==> config.mk <==
export PLATFORM = sky130hd
export DESIGN_NAME = uart_tx_sched
export DESIGN_NICKNAME = d
export VERILOG_FILES = /design/src/rtl/uart_pkg.sv /design/src/rtl/rr_arbiter.sv /design/src/rtl/uart_tx_sched.sv
export SDC_FILE = /design/constraint.sdc
export NUM_CORES = 1
export LEC_CHECK = 0
export ABC_AREA = 0
export ABC_CLOCK_PERIOD_IN_PS = 4000
export CAP_MARGIN = 5
export CORE_ASPECT_RATIO = 1.4
export CORE_UTILIZATION = 46
export CTS_CLUSTER_DIAMETER = 40
export CTS_CLUSTER_SIZE = 14
export DETAILED_ROUTE_END_ITERATION = 12
export PLACE_DENSITY = 0.78
export SLEW_MARGIN = 20
export SYNTH_ARGS = -nofsm -noshare
export SYNTH_HDL_FRONTEND = slang
export SYNTH_SLANG_ARGS = --single-unit
==> constraint.sdc <==
create_clock -name clk -period 4 [get_ports clk]
set_clock_uncertainty 0.1 [all_clocks]
set_input_delay 0.8 -clock clk [delete_from_list [all_inputs] [get_ports clk]]
set_output_delay 0.8 -clock clk [all_outputs]
set_load 0.1 [all_outputs]
==> src/rtl/uart_pkg.sv <==
// Shared types and constants for the UART transmit scheduler.
// Holds the scheduler state/phase enums and the tag byte builder.
package uart_pkg;

    typedef enum logic [1:0] {
        IDLE  = 2'd0,
        START = 2'd1,
        ACK   = 2'd2,
        DRAIN = 2'd3
    } sched_state_t;

    typedef enum logic {
        PH_TAG  = 1'b0,
        PH_DATA = 1'b1
    } phase_t;

    localparam logic [3:0] TAG_MARK_DEFAULT = 4'hA;

    function automatic logic [7:0] make_tag(input logic [3:0] mark, input logic [3:0] id);
        return {mark, id};
    endfunction

endpackage

==> src/rtl/rr_arbiter.sv <==
// Combinational round-robin picker: first set request at or above ptr, with wrap.
// Reports the winning index and whether any request is pending.
module rr_arbiter #(
    parameter int N_REQ = 4,
    localparam int IDX_W = $clog2(N_REQ)
) (
    input  logic [N_REQ-1:0] req,
    input  logic [IDX_W-1:0] ptr,
    output logic [IDX_W-1:0] grant_idx,
    output logic             any_req
);

    localparam int DBL_W = $clog2(2 * N_REQ);

    logic [2*N_REQ-1:0] req_dbl;
    logic [N_REQ-1:0]   rot;
    logic [IDX_W-1:0]   offset;
    logic [IDX_W:0]     sum;

    assign req_dbl = {req, req};
    assign any_req = |req;

    // rot[k] is the request k positions above ptr, wrapping via the doubled vector
    generate
        for (genvar gi = 0; gi < N_REQ; gi++) begin : g_rot
            logic [DBL_W-1:0] rot_idx;
            assign rot_idx = DBL_W'(ptr) + DBL_W'(gi);
            assign rot[gi] = req_dbl[rot_idx];
        end
    endgenerate

    always_comb begin
        offset = '0;
        for (int i = N_REQ - 1; i >= 0; i--) begin
            if (rot[i]) begin
                offset = IDX_W'(i);
            end
        end
        sum = {1'b0, ptr} + {1'b0, offset};
        if (sum >= (IDX_W + 1)'(N_REQ)) begin
            sum = sum - (IDX_W + 1)'(N_REQ);
        end
        grant_idx = sum[IDX_W-1:0];
    end

endmodule

==> src/rtl/uart_tx_sched.sv <==
// Round-robin burst scheduler sharing one UART serializer among N_REQ byte sources.
// Optional tag byte precedes each burst; a missing busy acknowledge raises a sticky error.
module uart_tx_sched
    import uart_pkg::*;
#(
    parameter int         N_REQ       = 4,
    parameter int         MAX_BURST   = 8,
    parameter bit         TAG_EN      = 1'b1,
    parameter logic [3:0] TAG_MARK    = TAG_MARK_DEFAULT,
    parameter int         ACK_TIMEOUT = 4,
    localparam int        IDX_W       = $clog2(N_REQ)
) (
    input  logic               clk,
    input  logic               reset,
    input  logic [N_REQ-1:0]   req_valid,
    input  logic [N_REQ*8-1:0] req_data,
    output logic [N_REQ-1:0]   req_ready,
    output logic               tx_start,
    output logic [7:0]         tx_data,
    input  logic               tx_busy,
    output logic               grant_active,
    output logic [IDX_W-1:0]   grant_id,
    output logic               err_timeout
);

    localparam int ACK_W = $clog2(ACK_TIMEOUT + 1);

    sched_state_t     state_q, state_d;
    phase_t           phase_q, phase_d;
    logic [7:0]       burst_cnt_q, burst_cnt_d;
    logic [ACK_W-1:0] ack_cnt_q, ack_cnt_d;
    logic [ACK_W-1:0] ack_inc;
    logic [IDX_W-1:0] rr_ptr_q, rr_ptr_d;
    logic [IDX_W-1:0] grant_id_q, grant_id_d;
    logic             grant_active_q, grant_active_d;
    logic             err_timeout_q, err_timeout_d;
    logic [7:0]       tx_data_q, tx_data_d;
    logic [N_REQ-1:0] req_ready_d;
    logic [IDX_W-1:0] arb_idx;
    logic             arb_any;
    logic [IDX_W-1:0] next_ptr;

    rr_arbiter #(
        .N_REQ(N_REQ)
    ) u_arb (
        .req      (req_valid),
        .ptr      (rr_ptr_q),
        .grant_idx(arb_idx),
        .any_req  (arb_any)
    );

    assign next_ptr = (grant_id_q == IDX_W'(N_REQ - 1)) ? '0 : grant_id_q + 1'b1;
    assign ack_inc  = ack_cnt_q + 1'b1;

    always_comb begin
        state_d        = state_q;
        phase_d        = phase_q;
        burst_cnt_d    = burst_cnt_q;
        ack_cnt_d      = ack_cnt_q;
        rr_ptr_d       = rr_ptr_q;
        grant_id_d     = grant_id_q;
        grant_active_d = grant_active_q;
        err_timeout_d  = err_timeout_q;
        tx_data_d      = tx_data_q;
        req_ready_d    = '0;

        unique case (state_q)
            IDLE: begin
                if (arb_any) begin
                    grant_id_d     = arb_idx;
                    grant_active_d = 1'b1;
                    burst_cnt_d    = 8'd0;
                    state_d        = START;
                    if (TAG_EN) begin
                        tx_data_d = make_tag(TAG_MARK, 4'(arb_idx));
                        phase_d   = PH_TAG;
                    end else begin
                        req_ready_d[arb_idx] = 1'b1;
                        tx_data_d            = req_data[{arb_idx, 3'b000} +: 8];
                        phase_d              = PH_DATA;
                        burst_cnt_d          = 8'd1;
                    end
                end
            end
            START: begin
                state_d   = ACK;
                ack_cnt_d = '0;
            end
            ACK: begin
                if (tx_busy) begin
                    state_d = DRAIN;
                end else if (ack_inc == ACK_W'(ACK_TIMEOUT)) begin
                    // Serializer never answered: drop the burst but keep fairness moving
                    err_timeout_d  = 1'b1;
                    grant_active_d = 1'b0;
                    rr_ptr_d       = next_ptr;
                    state_d        = IDLE;
                end else begin
                    ack_cnt_d = ack_inc;
                end
            end
            DRAIN: begin
                if (!tx_busy) begin
                    if ((phase_q == PH_TAG || burst_cnt_q < 8'(MAX_BURST)) && req_valid[grant_id_q]) begin
                        req_ready_d[grant_id_q] = 1'b1;
                        tx_data_d               = req_data[{grant_id_q, 3'b000} +: 8];
                        phase_d                 = PH_DATA;
                        burst_cnt_d             = burst_cnt_q + 8'd1;
                        state_d                 = START;
                    end else begin
                        grant_active_d = 1'b0;
                        rr_ptr_d       = next_ptr;
                        state_d        = IDLE;
                    end
                end
            end
            default: state_d = IDLE;
        endcase
    end

    always_ff @(posedge clk) begin
        if (reset) begin
            state_q        <= IDLE;
            phase_q        <= PH_TAG;
            burst_cnt_q    <= 8'd0;
            ack_cnt_q      <= '0;
            rr_ptr_q       <= '0;
            grant_id_q     <= '0;
            grant_active_q <= 1'b0;
            err_timeout_q  <= 1'b0;
            tx_data_q      <= 8'd0;
        end else begin
            state_q        <= state_d;
            phase_q        <= phase_d;
            burst_cnt_q    <= burst_cnt_d;
            ack_cnt_q      <= ack_cnt_d;
            rr_ptr_q       <= rr_ptr_d;
            grant_id_q     <= grant_id_d;
            grant_active_q <= grant_active_d;
            err_timeout_q  <= err_timeout_d;
            tx_data_q      <= tx_data_d;
        end
    end

    // Ready is combinational so the handshake lands on the edge that loads tx_data
    assign req_ready    = reset ? '0 : req_ready_d;
    assign tx_start     = (state_q == START);
    assign tx_data      = tx_data_q;
    assign grant_active = grant_active_q;
    assign grant_id     = grant_id_q;
    assign err_timeout  = err_timeout_q;

endmodule
==> impl_metrics.toml, run 1 <==
[outcome]
status = "complete, but fails checks"
violations = "design-rule violations"

[critical_path]
worstPathMaxFanout = 12
crit_path_start_kind = "input pin"
crit_path_end_kind = "primary output"
required_ps = 3100
path_class = "in2out"
worstPathArrival_ps = 2540

[route]
drtIter0Drc = 78
routedWlPerCell_um = 14.4
final_antenna_net_count = 0
drc = 4
vias = 1810
viasPerCell = 5.76
drtPass1Iterations = 8
drt-total-wl_um = 4520

[placed_design]
io_buffers = 55
hpwl_um = 3440
routabilityCongestion = 0.773

[grt]
overflow = 0
grt_pass1_wl_um = 7490
grt_usage_pct = 20.8
grt_antenna_before_repair = 0
grt_max_degree = 24
grt_pass1_vias = 1709

[cts]
htreeDepth = 1
cts_tree = "done"
postCtsHoldBufs = 0
cts-root-buf = "clkbuf_8"
clock-sinks = 28
cts-buffers-inserted = 3
cts.repair.resized = 0
clk_path_buf_depth = 2
cts_setup_buffers = 0
insertion_delay_ps = 280
path_clk_slew_ps = 100

[finish]
n_antenna_cell = 0
area_growth_syn_to_layout_pct = 33.5
final_layout_size_suffix_gt1_share_pct = 14.0
multiInputGateArea_mm2 = 0.00128
seq_area_um2 = 561
fillers = 333
nNetsFinal = 325
final_core_util_pct = 65.1

[job]
max_cap_violations = 0

[power]
powerDensity_mw_per_mm2 = 334
power_uw = 874
leakagePower_nw = 1.03
vdd_drop_max_uv = 201

[timing]
fmax_mhz = 291
hold_ws_ps = 358
tns_ps = 0
slew_viol_final = 0
setup_viol = 0
tightest_slew_ps = 1000
fin_crit_ps = 3440
min_period_over_period_pct = 86.0
finalHoldViolations = 0
rsz0062_at_grt = "false"
relSlewSlack_pct = 33.1

[yosys]
netlist_instances = 223
synth_seq_cells = 28
synth_area_mm2 = 0.00196
synth_nets = 276
synthArstFlopShare_pct = 0
ys_warn_count = 0
synthDistinctLibCells = 53
seq_area_frac_synth_pct = 28.6
syn_avg_cell_area_um2 = 8.79
synth_edf_count = 0
ys.flop_type = "dfxtp_1"

[floorplanning]
rows = 27
start_util_pct = 48.7
fp.dieH_um = 79.2
die_x_um = 57.2
dieArea_mm2 = 0.00453
io_pins = 56
core_area_mm2 = 0.00402

[min_path]
hp-class = "reg2reg"
[flip-flops by register name, summed over array words and instances, names as in the netlist]
name / cells
ack_cnt_q: 3
burst_cnt_q: 8
err_timeout: 1
grant_active: 1
grant_id: 2
phase_q: 1
rr_ptr_q: 2
state_q: 2
tx_data: 8
[area by class of cell]
class | instances | area share, %
sequential | 28 | 21.4
clock buffer | 3 | 1.58
multi-input combinational | 171 | 49.1
clock inverter | 1 | 1.15
tap | 43 | 2.06
inverter | 10 | 1.43
timing repair buffer | 58 | 23.2
[cells by family after synthesis]
group / Yosys count / share of synthesized area [%]
AND/OR/NAND/NOR: 80 / 22.6
multiplexers: 16 / 14.0
adder cells (fa/ha/maj): 14 / 8.94
flip-flops: 28 / 28.6
buffers and inverters: 24 / 5.81
AO/OA/AOI/OAI: 60 / 19.6
XOR/XNOR: 1 / 0.447
[power breakdown]
group,leakage [nW],switching [mW],internal [mW]
clock,0.0357,0.0912,0.134
sequential,0.228,0.0185,0.295
combinational,0.771,0.207,0.128
[layer usage]
metal	vias to the layer above	share of wire [%]	global-route usage (%)
met5	-	0	0
met4	0	1.6	9.27
met3	5	1.9	1.30
met2	32	54	38.4
met1	857	43	24.2
li1	916	-	-
[placed cells by master (no fill, tap or decap), types with 2 or more instances in the layout]
cell	n
or3_1	4
mux4_2	9
or2_2	3
dfxtp_1	28
buf_4	5
and3b_1	3
a21oi_1	22
clkdlybuf4s50_1	49
clkbuf_8	3
inv_1	10
a211oi_1	3
o21ai_0	13
nor2b_1	5
nand3_1	10
buf_12	4
nand2_1	17
nor3_1	3
ha_1	14
nor4_1	2
a21o_1	4
or4_1	2
and3_2	4
mux2i_1	6
o21bai_1	2
nor2_1	17
[cells in the mapped netlist, types with 4 or more instances]
library cell / n / share of area [%]
a21o_1: 4 / 1.5
nor2b_1: 5 / 1.6
dfxtp_1: 28 / 29
nand3_1: 10 / 2.6
or3_1: 4 / 1.3
and3_2: 4 / 1.5
o21ai_0: 13 / 3.3
inv_1: 10 / 1.9
nand2_1: 17 / 3.3
clkbuf_1: 9 / 1.7
ha_1: 14 / 8.9
mux2i_1: 6 / 3.1
nor2_1: 17 / 3.3
a21oi_1: 22 / 5.6
mux4_2: 9 / 10
[worst paths after layout]
| path | from | end | slack [ps] | cells after the start |
|---|---|---|---|---|
| max reg2reg | state_q[1] | burst_cnt_q[3] | 1300 | 7 |
| min reg2reg | tx_data[3] | tx_data[3] | 360 | 2 |
| min | tx_data[3] | tx_data[3] | 360 | 2 |
| max | req_valid[0] | req_ready[2] | 560 | 6 |
[per-stage QoR]
stage                     setup WS [ps]  area [µm²]  instances
after floorplan                     679        1960        223
after global placement              611        2540        310
after CTS                           575        2620        314
after detailed placement            573        2540        310
after global routing                442        2620        314
final                               561        2620        314
[critical path, cell delays in order]
cell             delay [ps]
clkdlybuf4s50_1         690
mux4_2                  300
inv_1                    80
nor4_4                  230
and3_2                  260
buf_12                  170
Note: power is estimated with default switching activity, not from simulation.
==> run 2: changes to the inputs <==
--- a/config.mk
+++ b/config.mk
@@ -9,11 +9,11 @@
 export ABC_CLOCK_PERIOD_IN_PS = 4000
 export CAP_MARGIN = 5
 export CORE_ASPECT_RATIO = 1.4
-export CORE_UTILIZATION = 46
+export CORE_UTILIZATION = 45
 export CTS_CLUSTER_DIAMETER = 40
 export CTS_CLUSTER_SIZE = 14
 export DETAILED_ROUTE_END_ITERATION = 12
-export PLACE_DENSITY = 0.78
+export PLACE_DENSITY = 0.76
 export SLEW_MARGIN = 20
 export SYNTH_ARGS = -nofsm -noshare
 export SYNTH_HDL_FRONTEND = slang
==> constraint.sdc (replaced) <==
create_clock -name clk -period 4 [get_ports clk]
set_clock_uncertainty 0.1 [all_clocks]
set_input_delay 0.8 -clock clk [delete_from_list [all_inputs] [get_ports clk]]
set_output_delay 0.8 -clock clk [all_outputs]
set_load 0.02 [all_outputs]
==> run 2 against run 1 <==
Net effect:
- the flow still finishes with violations (design-rule violations)
- setup slack got worse by 150 ps
- utilization fell by 2.7 points
- cell count rose by 2.2%
- sequential power fell by 2%
- clock-buffer cell count did not move
- global-route usage fell by 0.68 points
- sequential cell count did not move
- register-to-register slack improved by 90 ps
- die area rose by 2.2%
- via count rose by 1.4%
- critical path depth fell by 1
- critical endpoint is now req_ready[3]
- largest cell class unchanged
- largest power group is now sequential cells
==> impl_metrics.toml, run 2 (synthesized netlist as in run 1, its figures left out) <==
[floorplanning]
io_pins = 56
core_area_mm2 = 0.00420
start_util_pct = 46.6
rows = 28
die_x_um = 57.8
dieArea_mm2 = 0.00463
fp.dieH_um = 80.1

[grt]
grt_max_degree = 24
grt_pass1_wl_um = 7300
overflow = 0
grt_antenna_before_repair = 0
grt_pass1_vias = 1629
grt_usage_pct = 20.1

[cts]
cts-buffers-inserted = 3
clock-sinks = 28
cts_tree = "done"
clk_path_buf_depth = 2
cts-root-buf = "clkbuf_8"
path_clk_slew_ps = 100
htreeDepth = 1
cts.repair.resized = 0
postCtsHoldBufs = 0
insertion_delay_ps = 280
cts_setup_buffers = 0

[critical_path]
worstPathArrival_ps = 2690
crit_path_start_kind = "flip-flop"
crit_path_end_kind = "primary output"
path_class = "reg2out"
worstPathMaxFanout = 12
required_ps = 3100

[outcome]
status = "complete, but fails checks"
violations = "design-rule violations"

[placed_design]
dp_slack_ps = 439
routabilityCongestion = 0.808
io_buffers = 55
hpwl_um = 3480
dpl_cell_area_mm2 = 0.00255
placedCellCount = 317

[route]
drtIter0Drc = 54
viasPerCell = 5.72
vias = 1836
drt-total-wl_um = 4550
final_antenna_net_count = 0
routedWlPerCell_um = 14.2
drtPass1Iterations = 8
drc = 1

[power]
leakagePower_nw = 1.04
vdd_drop_max_uv = 194
power_uw = 799
powerDensity_mw_per_mm2 = 305

[finish]
final_core_util_pct = 62.4
area_growth_syn_to_layout_pct = 33.8
n_antenna_cell = 0
nNetsFinal = 330
finish.instance_area_mm2 = 0.00262
final_cell_mix = "55 x clkdlybuf4s50_1, 28 x dfxtp_1, 22 x a21oi_1"
final_cells = 321
final_layout_size_suffix_gt1_share_pct = 13.4
fillers = 390
layout.cells.most_common = "clkdlybuf4s50_1"

[timing]
setup_viol = 0
fmax_mhz = 279
hold_ws_ps = 360
slew_viol_final = 0
timing.final.ws_setup_ps = 411
min_period_over_period_pct = 89.7
tns_ps = 0
fin_crit_ps = 3590
rsz0062_at_grt = "false"
finalHoldViolations = 0
tightest_slew_ps = 514
relSlewSlack_pct = 65.8

[min_path]
hp-class = "reg2reg"

[job]
max_cap_violations = 0
==> run 2: changes by cell type in the layout (fill, tap and decap cells not counted), sizes merged <==
cell,delta
buf,-1
clkdlybuf4s50,+6
==> run 2: worst paths after layout <==
path                   start             end  slack [ps]  cells after the start
setup / recovery  state_q[1]    req_ready[3]         410                      5
setup reg to reg  state_q[1]  burst_cnt_q[3]        1390                      7
hold reg to reg   tx_data[3]      tx_data[3]         360                      2
hold / removal    tx_data[3]      tx_data[3]         360                      2
==> run 2: power breakdown <==
part | leakage (nW) | internal [mW] | switching (mW)
registers | 0.228 | 0.295 | 0.0123
clock network | 0.0357 | 0.134 | 0.0947
logic | 0.773 | 0.133 | 0.129
==> run 2: critical path: stages (launching register included) <==
cell,delay (ps)
dfxtp_1,400
ha_1,500
inv_1,290
nor4_4,400
and3_2,220
clkdlybuf4s50_1,590
==> run 2: metal layers <==
| metal | vias up | track usage [%] | wire (µm) |
|---|---|---|---|
| met1 | 875 | 25.4 | 2060 |
| met2 | 33 | 34.9 | 2320 |
| li1 | 921 | - | - |
| met3 | 7 | 1.45 | 77 |
| met4 | 0 | 8.57 | 89 |
| met5 | - | 0 | 0 |
==> run 2: layout make-up <==
| type | count | area (µm²) | share of cell area (%) |
|---|---|---|---|
| clock inverter | 1 | 30.0 | 1.15 |
| multi-input combinational | 171 | 1280 | 49.0 |
| clock buffer | 3 | 41.3 | 1.58 |
| inverter | 10 | 37.5 | 1.43 |
| sequential | 28 | 561 | 21.4 |
| timing repair buffer | 63 | 611 | 23.3 |
| tap | 45 | 56.3 | 2.15 |
